===== src/rtl/pipe_rx_deframer_pkg.sv =====
// Shared definitions for the host-stream deframer: FSM encodings, buffer sizing
// and the 16-bit checksum helper.
package pipe_rx_deframer_pkg;

  localparam logic [1:0] ST_HDR = 2'd0;
  localparam logic [1:0] ST_PAY = 2'd1;
  localparam logic [1:0] ST_TRL = 2'd2;

  localparam int unsigned BUF_DEPTH       = 4;
  localparam int unsigned RX_READY_THRESH = 3;
  localparam int unsigned PTR_W           = $clog2(BUF_DEPTH);
  localparam int unsigned OCC_W           = $clog2(BUF_DEPTH + 1);

  function automatic logic [15:0] csum_add(input logic [15:0] a, input logic [15:0] b);
    return a + b;
  endfunction

endpackage


===== src/rtl/pipe_skid_fifo.sv =====
// Small synchronous FIFO absorbing the pop-to-data latency of the upstream FIFO.
module pipe_skid_fifo
  import pipe_rx_deframer_pkg::*;
(
  input  logic             clk,
  input  logic             rst,
  input  logic             push,
  input  logic [15:0]      din,
  input  logic             pop,
  output logic [15:0]      head,
  output logic             empty,
  output logic [OCC_W-1:0] occ
);

  logic [15:0]      mem_q [BUF_DEPTH];
  logic [15:0]      mem_d [BUF_DEPTH];
  logic [PTR_W-1:0] wr_q, wr_d;
  logic [PTR_W-1:0] rd_q, rd_d;
  logic [OCC_W-1:0] occ_q, occ_d;
  logic             do_pop;

  assign do_pop = pop & (occ_q != '0);

  always_comb begin
    mem_d = mem_q;
    wr_d  = wr_q;
    rd_d  = rd_q;
    occ_d = occ_q;
    if (push) begin
      mem_d[wr_q] = din;
      wr_d        = wr_q + 1'b1;
    end
    if (do_pop) begin
      rd_d = rd_q + 1'b1;
    end
    case ({push, do_pop})
      2'b10:   occ_d = occ_q + 1'b1;
      2'b01:   occ_d = occ_q - 1'b1;
      default: occ_d = occ_q;
    endcase
  end

  always_ff @(posedge clk) begin
    mem_q <= mem_d;
    if (rst) begin
      wr_q  <= '0;
      rd_q  <= '0;
      occ_q <= '0;
    end else begin
      wr_q  <= wr_d;
      rd_q  <= rd_d;
      occ_q <= occ_d;
    end
  end

  assign head  = mem_q[rd_q];
  assign empty = (occ_q == '0);
  assign occ   = occ_q;

endmodule


===== src/rtl/pipe_rx_deframer.sv =====
// Parses the host 16-bit word stream into header/payload/trailer packets.
// Optional checksum trailer: define PIPE_DEFRAMER_CHECKSUM_EN.
module pipe_rx_deframer
  import pipe_rx_deframer_pkg::*;
#(
  parameter int unsigned OPCODE_W = 4,
  parameter int unsigned LEN_W    = 12,
  parameter int unsigned CNT_W    = 16
) (
  input  logic                sys_clk,
  input  logic                sys_rst,
  output logic                sys_rx_ready,
  input  logic                sys_rx_valid,
  input  logic [15:0]         sys_rx,
  output logic                pkt_valid,
  input  logic                pkt_ready,
  output logic [15:0]         pkt_data,
  output logic                pkt_sop,
  output logic                pkt_eop,
  output logic [OPCODE_W-1:0] pkt_opcode,
  output logic                hdr_err,
  output logic                chk_ok,
  output logic                chk_err,
  output logic [CNT_W-1:0]    pkt_count
);

  localparam int unsigned OPC_LSB = 16 - OPCODE_W;

  logic [15:0]         head;
  logic                empty;
  logic [OCC_W-1:0]    occ;
  logic                push, pop;
  logic                rx_ready, pay_valid, xfer, last;

  logic                in_flight_q, in_flight_d;
  logic [1:0]          state_q, state_d;
  logic [LEN_W-1:0]    remaining_q, remaining_d;
  logic [OPCODE_W-1:0] opcode_q, opcode_d;
  logic                first_q, first_d;
  logic [CNT_W-1:0]    pkt_count_q, pkt_count_d;
  logic                hdr_err_q, hdr_err_d;
`ifdef PIPE_DEFRAMER_CHECKSUM_EN
  logic [15:0]         sum_q, sum_d;
  logic                chk_ok_q, chk_ok_d;
  logic                chk_err_q, chk_err_d;
`endif

  // Counting the in-flight word keeps the buffer from ever being over-requested.
  assign rx_ready = ~sys_rst &
                    (({1'b0, occ} + (OCC_W + 1)'(in_flight_q)) < (OCC_W + 1)'(RX_READY_THRESH));
  assign push     = sys_rx_valid & ~sys_rst;

  pipe_skid_fifo u_fifo (
    .clk   (sys_clk),
    .rst   (sys_rst),
    .push  (push),
    .din   (sys_rx),
    .pop   (pop),
    .head  (head),
    .empty (empty),
    .occ   (occ)
  );

  assign pay_valid = ~sys_rst & (state_q == ST_PAY) & ~empty;
  assign xfer      = pay_valid & pkt_ready;
  assign last      = (remaining_q == LEN_W'(1));

  always_comb begin
    in_flight_d = rx_ready;
    state_d     = state_q;
    remaining_d = remaining_q;
    opcode_d    = opcode_q;
    first_d     = first_q;
    pkt_count_d = pkt_count_q;
    hdr_err_d   = 1'b0;
    pop         = 1'b0;
`ifdef PIPE_DEFRAMER_CHECKSUM_EN
    sum_d       = sum_q;
    chk_ok_d    = 1'b0;
    chk_err_d   = 1'b0;
`endif
    case (state_q)
      ST_HDR: begin
        if (!empty) begin
          pop         = 1'b1;
          opcode_d    = head[15:OPC_LSB];
          remaining_d = head[LEN_W-1:0];
          first_d     = 1'b1;
`ifdef PIPE_DEFRAMER_CHECKSUM_EN
          sum_d       = head;
`endif
          if (head[LEN_W-1:0] == '0) hdr_err_d = 1'b1;
          else                       state_d   = ST_PAY;
        end
      end
      ST_PAY: begin
        if (xfer) begin
          pop         = 1'b1;
          remaining_d = remaining_q - 1'b1;
          first_d     = 1'b0;
`ifdef PIPE_DEFRAMER_CHECKSUM_EN
          sum_d       = csum_add(sum_q, head);
`endif
          if (last) begin
            pkt_count_d = pkt_count_q + 1'b1;
`ifdef PIPE_DEFRAMER_CHECKSUM_EN
            state_d     = ST_TRL;
`else
            state_d     = ST_HDR;
`endif
          end
        end
      end
      ST_TRL: begin
`ifdef PIPE_DEFRAMER_CHECKSUM_EN
        if (!empty) begin
          pop     = 1'b1;
          state_d = ST_HDR;
          if (csum_add(sum_q, head) == '0) chk_ok_d  = 1'b1;
          else                             chk_err_d = 1'b1;
        end
`else
        state_d = ST_HDR;
`endif
      end
      default: state_d = ST_HDR;
    endcase
  end

  always_ff @(posedge sys_clk) begin
    if (sys_rst) begin
      in_flight_q <= 1'b0;
      state_q     <= ST_HDR;
      remaining_q <= '0;
      opcode_q    <= '0;
      first_q     <= 1'b0;
      pkt_count_q <= '0;
      hdr_err_q   <= 1'b0;
`ifdef PIPE_DEFRAMER_CHECKSUM_EN
      sum_q       <= '0;
      chk_ok_q    <= 1'b0;
      chk_err_q   <= 1'b0;
`endif
    end else begin
      in_flight_q <= in_flight_d;
      state_q     <= state_d;
      remaining_q <= remaining_d;
      opcode_q    <= opcode_d;
      first_q     <= first_d;
      pkt_count_q <= pkt_count_d;
      hdr_err_q   <= hdr_err_d;
`ifdef PIPE_DEFRAMER_CHECKSUM_EN
      sum_q       <= sum_d;
      chk_ok_q    <= chk_ok_d;
      chk_err_q   <= chk_err_d;
`endif
    end
  end

  // Registered outputs are masked so every output reads 0 throughout reset.
  assign sys_rx_ready = rx_ready;
  assign pkt_valid    = pay_valid;
  assign pkt_data     = sys_rst ? '0 : head;
  assign pkt_sop      = pay_valid & first_q;
  assign pkt_eop      = pay_valid & last;
  assign pkt_opcode   = sys_rst ? '0 : opcode_q;
  assign pkt_count    = sys_rst ? '0 : pkt_count_q;
  assign hdr_err      = hdr_err_q & ~sys_rst;
`ifdef PIPE_DEFRAMER_CHECKSUM_EN
  assign chk_ok       = chk_ok_q & ~sys_rst;
  assign chk_err      = chk_err_q & ~sys_rst;
`else
  assign chk_ok       = 1'b0;
  assign chk_err      = 1'b0;
`endif

endmodule


===== config.mk =====
export PLATFORM = sky130hd
export DESIGN_NAME = pipe_rx_deframer
export DESIGN_NICKNAME = d
export VERILOG_FILES = /design/src/rtl/pipe_rx_deframer_pkg.sv /design/src/rtl/pipe_skid_fifo.sv /design/src/rtl/pipe_rx_deframer.sv
export SDC_FILE = /design/constraint.sdc
export NUM_CORES = 1
export LEC_CHECK = 0
export ABC_AREA = 1
export CAP_MARGIN = 10
export CORE_MARGIN = 2
export CORE_UTILIZATION = 50
export CTS_CLUSTER_SIZE = 30
export DETAILED_ROUTE_END_ITERATION = 6
export PLACE_DENSITY = 0.73
export SYNTH_ARGS = -nofsm -noshare
export SYNTH_HDL_FRONTEND = slang
export SYNTH_SLANG_ARGS = --single-unit

===== constraint.sdc =====
create_clock -name sys_clk -period 6.4 [get_ports sys_clk]
set_input_delay 0.64 -clock sys_clk [delete_from_list [all_inputs] [get_ports sys_clk]]
set_output_delay 0.64 -clock sys_clk [all_outputs]
set_load 0.02 [all_outputs]

==> results_dict.tcl, run 1 <==
set metrics [dict create \
    status "complete, no violations" \
    synth_warnings 0 \
    hold_buffers 0 \
    cts_inserted_buffers 9 \
    synth_ff_type "edfxtp_1" \
    fin_area_um2 6120 \
    critPathSlowestCell "dfxtp_1" \
    clock_sinks 107 \
    max_freq_ghz 0.310 \
    ir_drop_mv 0.176 \
    synthTopCellsByArea "edfxtp_1, dfxtp_1, nand2_1" \
    dpl.cell_count 795 \
    syn_to_final_growth_pct 16.0 \
    fin_skew_ns 0.0165 \
    avgSynthCellArea_um2 8.46 \
    clk_pin_slew_ns 0.10 \
    synth_top_area_cell "edfxtp_1" \
    met1_usage_pct 27.4 \
    io_pins 63 \
    viasPerCell 5.06 \
    comb_power_share_pct 42.2 \
    criticalPathCategory "register to output port" \
    cpPeakStageDelay_ns 0.79 \
    first_global_vias 3821 \
    rows 37 \
    worstPathCellList "inv_2 > nand3_1 > nand2_1 > nor2_1 > clkdlybuf4s50_1" \
    yosysSeqAreaShare_pct 52.7 \
    clk_latency_ns 0.38 \
    busiest_layer "met2" \
    grt_util_met3_pct 4.26 \
    netlist_area_um2 5280 \
    leakagePower_nw 2.34 \
    rsz0062_at_grt "false" \
    r2r_slack_ns 3.46 \
    cp.depth 5 \
    clockRootBuffer "clkbuf_8" \
    p_per_area_nw_per_um2 364 \
    synth.distinct_cells 35 \
    die-area_um2 11400 \
    grt_max_degree 67 \
    dp_hpwl_um 7530 \
    fin_crit_ns 3.22 \
    cts_max_path_buffers 2 \
    htree_levels 3 \
    wl_per_cell_um 13.6 \
    placed_cell_area_um2 5920 \
    switching_share_pct 42.0 \
    wl_um 11000 \
    die_w_um 107 \
    worstSetupStartpointType "register" \
    drive_gt1_share_pct 8.44 \
    grt-ovfl-total 0 \
    vias 4101 \
    cts-resized-gates 0 \
    clockPowerShare_pct 18.5 \
    setup.worst_path.start "u_fifo.rd_q[1]" \
    final-instance-count-excl-fill 811 \
    endpoint "pkt_data[10]" \
    r2r_cells 11 \
    yosysMostFrequentCell "nand2_1" \
    cts_setup_buffers 0 \
    synth_cells 624 \
    finalSetupViolCount 0 \
    portBuffers 60 \
    ys_ff_latch 107 \
    cp.arrival_ns 2.58 \
    required_ns 5.76 \
    core_area_um2 10300 \
    reg2reg_from "state_q[0]" \
    drtAntennaViolNets 0 \
    dr.pass1.iters 5 \
    die_h_um 107 \
    critPathMaxFanout 18 \
    hp-class "register to register" \
    finalPower_mw 2.23 \
    tns_ns 0 \
    slew_headroom_pct 35.5 \
    intPower_mw 1.29 \
    path_buf_inv 2 \
    antenna_found_initial 0 \
    final_nets 701 \
    start_util_pct 51.3 \
    finalMaxSlewViolations 0 \
    diodes 0 \
    drv_cap 0 \
    crit_path_end_kind "output port" \
    seq_power_share_pct 39.3 \
    finalWeightedCongestion 0.842 \
    synth_top_area_share_pct 36.4 \
    gr-usage-met2_pct 33.3 \
    grt_pass1_wl_um 18300 \
    hold_viol_final 0 \
    grt_use_total_pct 20.2 \
    crit_family "buffers and inverters" \
    fin_crit_sh_pct 50.3 \
    p_sw_uw 936 \
    synth_common_cells "nand2_1, nor2_1, edfxtp_1" \
    drt_iter0_markers 231 \
    ys_async_sr_fraction_pct 0 \
    post-route-drc-count 0 \
    reg2reg_to "u_fifo.occ[2]" \
    worstMarginPinSlew_ns 0.967 \
    cts_tree "built" \
    synth-edff-count 64 \
]
flip-flops by register name (all words and copies together), names as in the netlist:
| signal | flops |
|---|---|
| u_fifo.mem_q | 64 |
| pkt_count_q | 16 |
| remaining_q | 12 |
| opcode_q | 4 |
| u_fifo.occ | 3 |
| u_fifo.rd_q | 2 |
| u_fifo.wr_q | 2 |
| first_q | 1 |
| hdr_err_q | 1 |
| in_flight_q | 1 |
| state_q | 1 |
cell type report:
| class | count | area (µm²) |
|---|---|---|
| Clock inverter | 7 | 77.6 |
| Fill cell | 932 | 4160 |
| Timing Repair Buffer | 62 | 611 |
| Inverter | 58 | 218 |
| Clock buffer | 9 | 124 |
| Multi-Input combinational cell | 432 | 2140 |
| Tap cell | 136 | 170 |
| Sequential cell | 107 | 2780 |
tightest hold or removal path, delay by kind of cell, from the launching register on:
family	cells	cell delay, ns
flip-flops	1	0.32
AND/OR/NAND/NOR	1	0.06
AO/OA/AOI/OAI	1	0.05
routing by layer:
layer  part of all wire [%]  routed length, µm
met4                   0.81                 89
met5                      0                  0
met2                     50               5470
met1                     45               5000
met3                    3.9                431
through the flow:
stage	worst slack, ns	hold WS, ns	util, %
5_1_grt	2.97	0.512	59.6
4_1_cts	3.13	0.480	59.6
2_1_floorplan	4.15	0.443	-
3_3_place_gp	3.27	0.451	57.6
6_report	3.18	0.476	59.6
3_5_place_dp	3.20	0.464	57.6
worst min-delay path by stage:
stage,slack (ns),from,cells past startpoint,end
after floorplan,0.44,first_q,2,first_q
after global placement,0.45,remaining_q[11],2,remaining_q[11]
after detailed placement,0.46,remaining_q[11],2,remaining_q[11]
after CTS,0.48,remaining_q[11],2,remaining_q[11]
after global routing,0.51,pkt_count_q[15],2,pkt_count_q[15]
final,0.48,remaining_q[11],2,remaining_q[11]
cell families after synthesis:
group / synth area share, %
other: 0.0711
xor gates and xnor gates: 1.49
and+or+nand+nor: 27.4
DFF: 52.7
AOI/OAI and AO/OA: 8.56
buffers and inverters: 6.97
adders and majority gates: 2.75
layout by cell type, fill, tap and decap left out, types with 6 or more instances in the layout:
cell             count
inv_1               53
o21ai_1             12
nand3_1             43
dfxtp_1             43
xor2_1               8
a21oi_1             27
ha_1                10
clkbuf_8             9
a21oi_2              9
nand4_1              6
nor2_1              89
o21ai_0             27
edfxtp_1            64
nand2_1            165
nand2_2             10
clkdlybuf4s50_1     59
power groups by stage:
stage	logic (mW)	clock network, mW	registers, mW
2_1_floorplan	0.725	0	0.855
3_3_place_gp	0.917	0	0.887
3_5_place_dp	0.936	0	0.892
4_1_cts	0.942	0.423	0.876
5_1_grt	1.07	0.448	0.887
6_report	0.939	0.412	0.875
Power figures use the tool's default switching activity.
==> inputs of run 2 (changes only) <==
clock period = 3 ns   (was 6.4 ns; I/O delays follow)
==> results_dict.tcl, run 2 (synthesis gave the netlist of run 1 again) <==
set metrics [dict create \
    drive_gt1_share_pct 8.92 \
    finalWeightedCongestion 0.841 \
    finalSetupViolCount 0 \
    clk_pin_slew_ns 0.10 \
    rsz0062_at_grt "false" \
    crit_path_end_kind "output port" \
    io_pins 63 \
    die-area_um2 11400 \
    clock_sinks 107 \
    setup.worst_path.start "u_fifo.rd_q[0]" \
    hp-class "input port to register" \
    wl_per_cell_um 13.7 \
    wl_um 11300 \
    criticalPathCategory "register to output port" \
    die_h_um 107 \
    core_area_um2 10300 \
    leakagePower_nw 2.38 \
    die_w_um 107 \
    largest_reg_flops 64 \
    grt_max_degree 43 \
    cts_max_path_buffers 2 \
    final_cell_mix "nand2_1, nor2_1, edfxtp_1" \
    fin_crit_ns 2.68 \
    worstMarginPinSlew_ns 0.532 \
    portBuffers 60 \
    clk_latency_ns 0.37 \
    top_regs "u_fifo.mem_q: 64 flops, pkt_count_q: 16 flops, remaining_q: 12 flops" \
    slew_headroom_pct 64.5 \
    fin_crit_sh_pct 89.4 \
    min_from "sys_rst" \
    placed_cell_area_um2 5980 \
    clockRootBuffer "clkbuf_8" \
    hold_buffers 0 \
    cts_tree "built" \
    antenna_found_initial 0 \
    fin_area_um2 6160 \
    status "complete, no violations" \
    grt_use_total_pct 20.5 \
    regMostFlops "u_fifo.mem_q" \
    viasPerCell 5.12 \
    required_ns 2.70 \
    vias 4201 \
    reg2reg_from "state_q[0]" \
    finalPower_mw 4.75 \
    cts_setup_buffers 0 \
    dp_hpwl_um 7790 \
    hold_viol_final 0 \
    tns_ns 0 \
    diodes 0 \
    grt_pass1_wl_um 18600 \
    p_per_area_nw_per_um2 770 \
    grt-ovfl-total 0 \
    ir_drop_mv 0.340 \
    dr.pass1.iters 5 \
    final_common_cell "nand2_1" \
    r2r_slack_ns 0.77 \
    cp.arrival_ns 2.38 \
    syn_to_final_growth_pct 16.8 \
    n_fill_cell 908 \
    final_nets 710 \
    worstSetupStartpointType "register" \
    max_freq_ghz 0.373 \
    cts-resized-gates 0 \
    rows 37 \
    final_core_util_pct 60.0 \
    first_global_vias 3908 \
    post-route-drc-count 0 \
    drv_cap 0 \
    fin_skew_ns 0.0120 \
    drt_iter0_markers 234 \
    critPathMaxFanout 33 \
    drtAntennaViolNets 0 \
    start_util_pct 51.3 \
    htree_levels 3 \
    finalMaxSlewViolations 0 \
    cts_inserted_buffers 9 \
]
## run 2: cell count changes in the layout (fill, tap and decap cells not counted)
cell,delta
clkbuf_1,+1
buf_4,+9
clkinv_2,-1
nor2_1,+4
clkinv_4,+3
clkinv_8,-2
inv_6,-1
nor2_2,-4
## run 2: final timing paths
path / to / cells past startpoint
setup reg to reg: u_fifo.occ[2] / 12
hold / removal: state_q[0] / 4
hold reg to reg: remaining_q[11] / 2
setup / recovery: pkt_data[1] / 7
## run 2: layout make-up
class                   count  area, µm²  area share [%]
inverters                  58        218            3.53
flip-flops and latches    107       2780            45.1
multi-input cells         432       2130            34.6
clock buffers              10        128            2.07
repair buffers             71        678            11.0
well taps                 136        170            2.76
clock inverters             6       57.6           0.934
## run 2: layer usage
metal / global-route usage, % / vias up / wire length (µm)
met5: 0 / - / 0
met4: 7.33 / 0 / 166
met3: 3.65 / 14 / 526
met2: 33.0 / 110 / 5440
met1: 27.8 / 1949 / 5130
li1: - / 2128 / -
## run 2: power by group
part	total, mW	internal, mW	switching [mW]
logic	2.08	0.738	1.34
clock network	0.843	0.322	0.521
registers	1.82	1.72	0.102
## run 2: critical path, cell delays in order (launching register included)
cell and delay, ns:
dfxtp_1 0.32, buf_4 0.18, inv_2 0.41, nand2_1 0.11, nand3_1 0.10, nand2_1 0.12, nor2_1 0.15, clkdlybuf4s50_1 0.62
## run 2: metrics by stage
stage	instances	setup slack, ns	hold slack, ns
5_1_grt	820	0.145	0.277
6_report	820	0.318	0.275
3_3_place_gp	804	0.765	0.454
4_1_cts	820	0.285	0.259
3_5_place_dp	804	0.706	0.463
2_1_floorplan	625	0.903	0.399
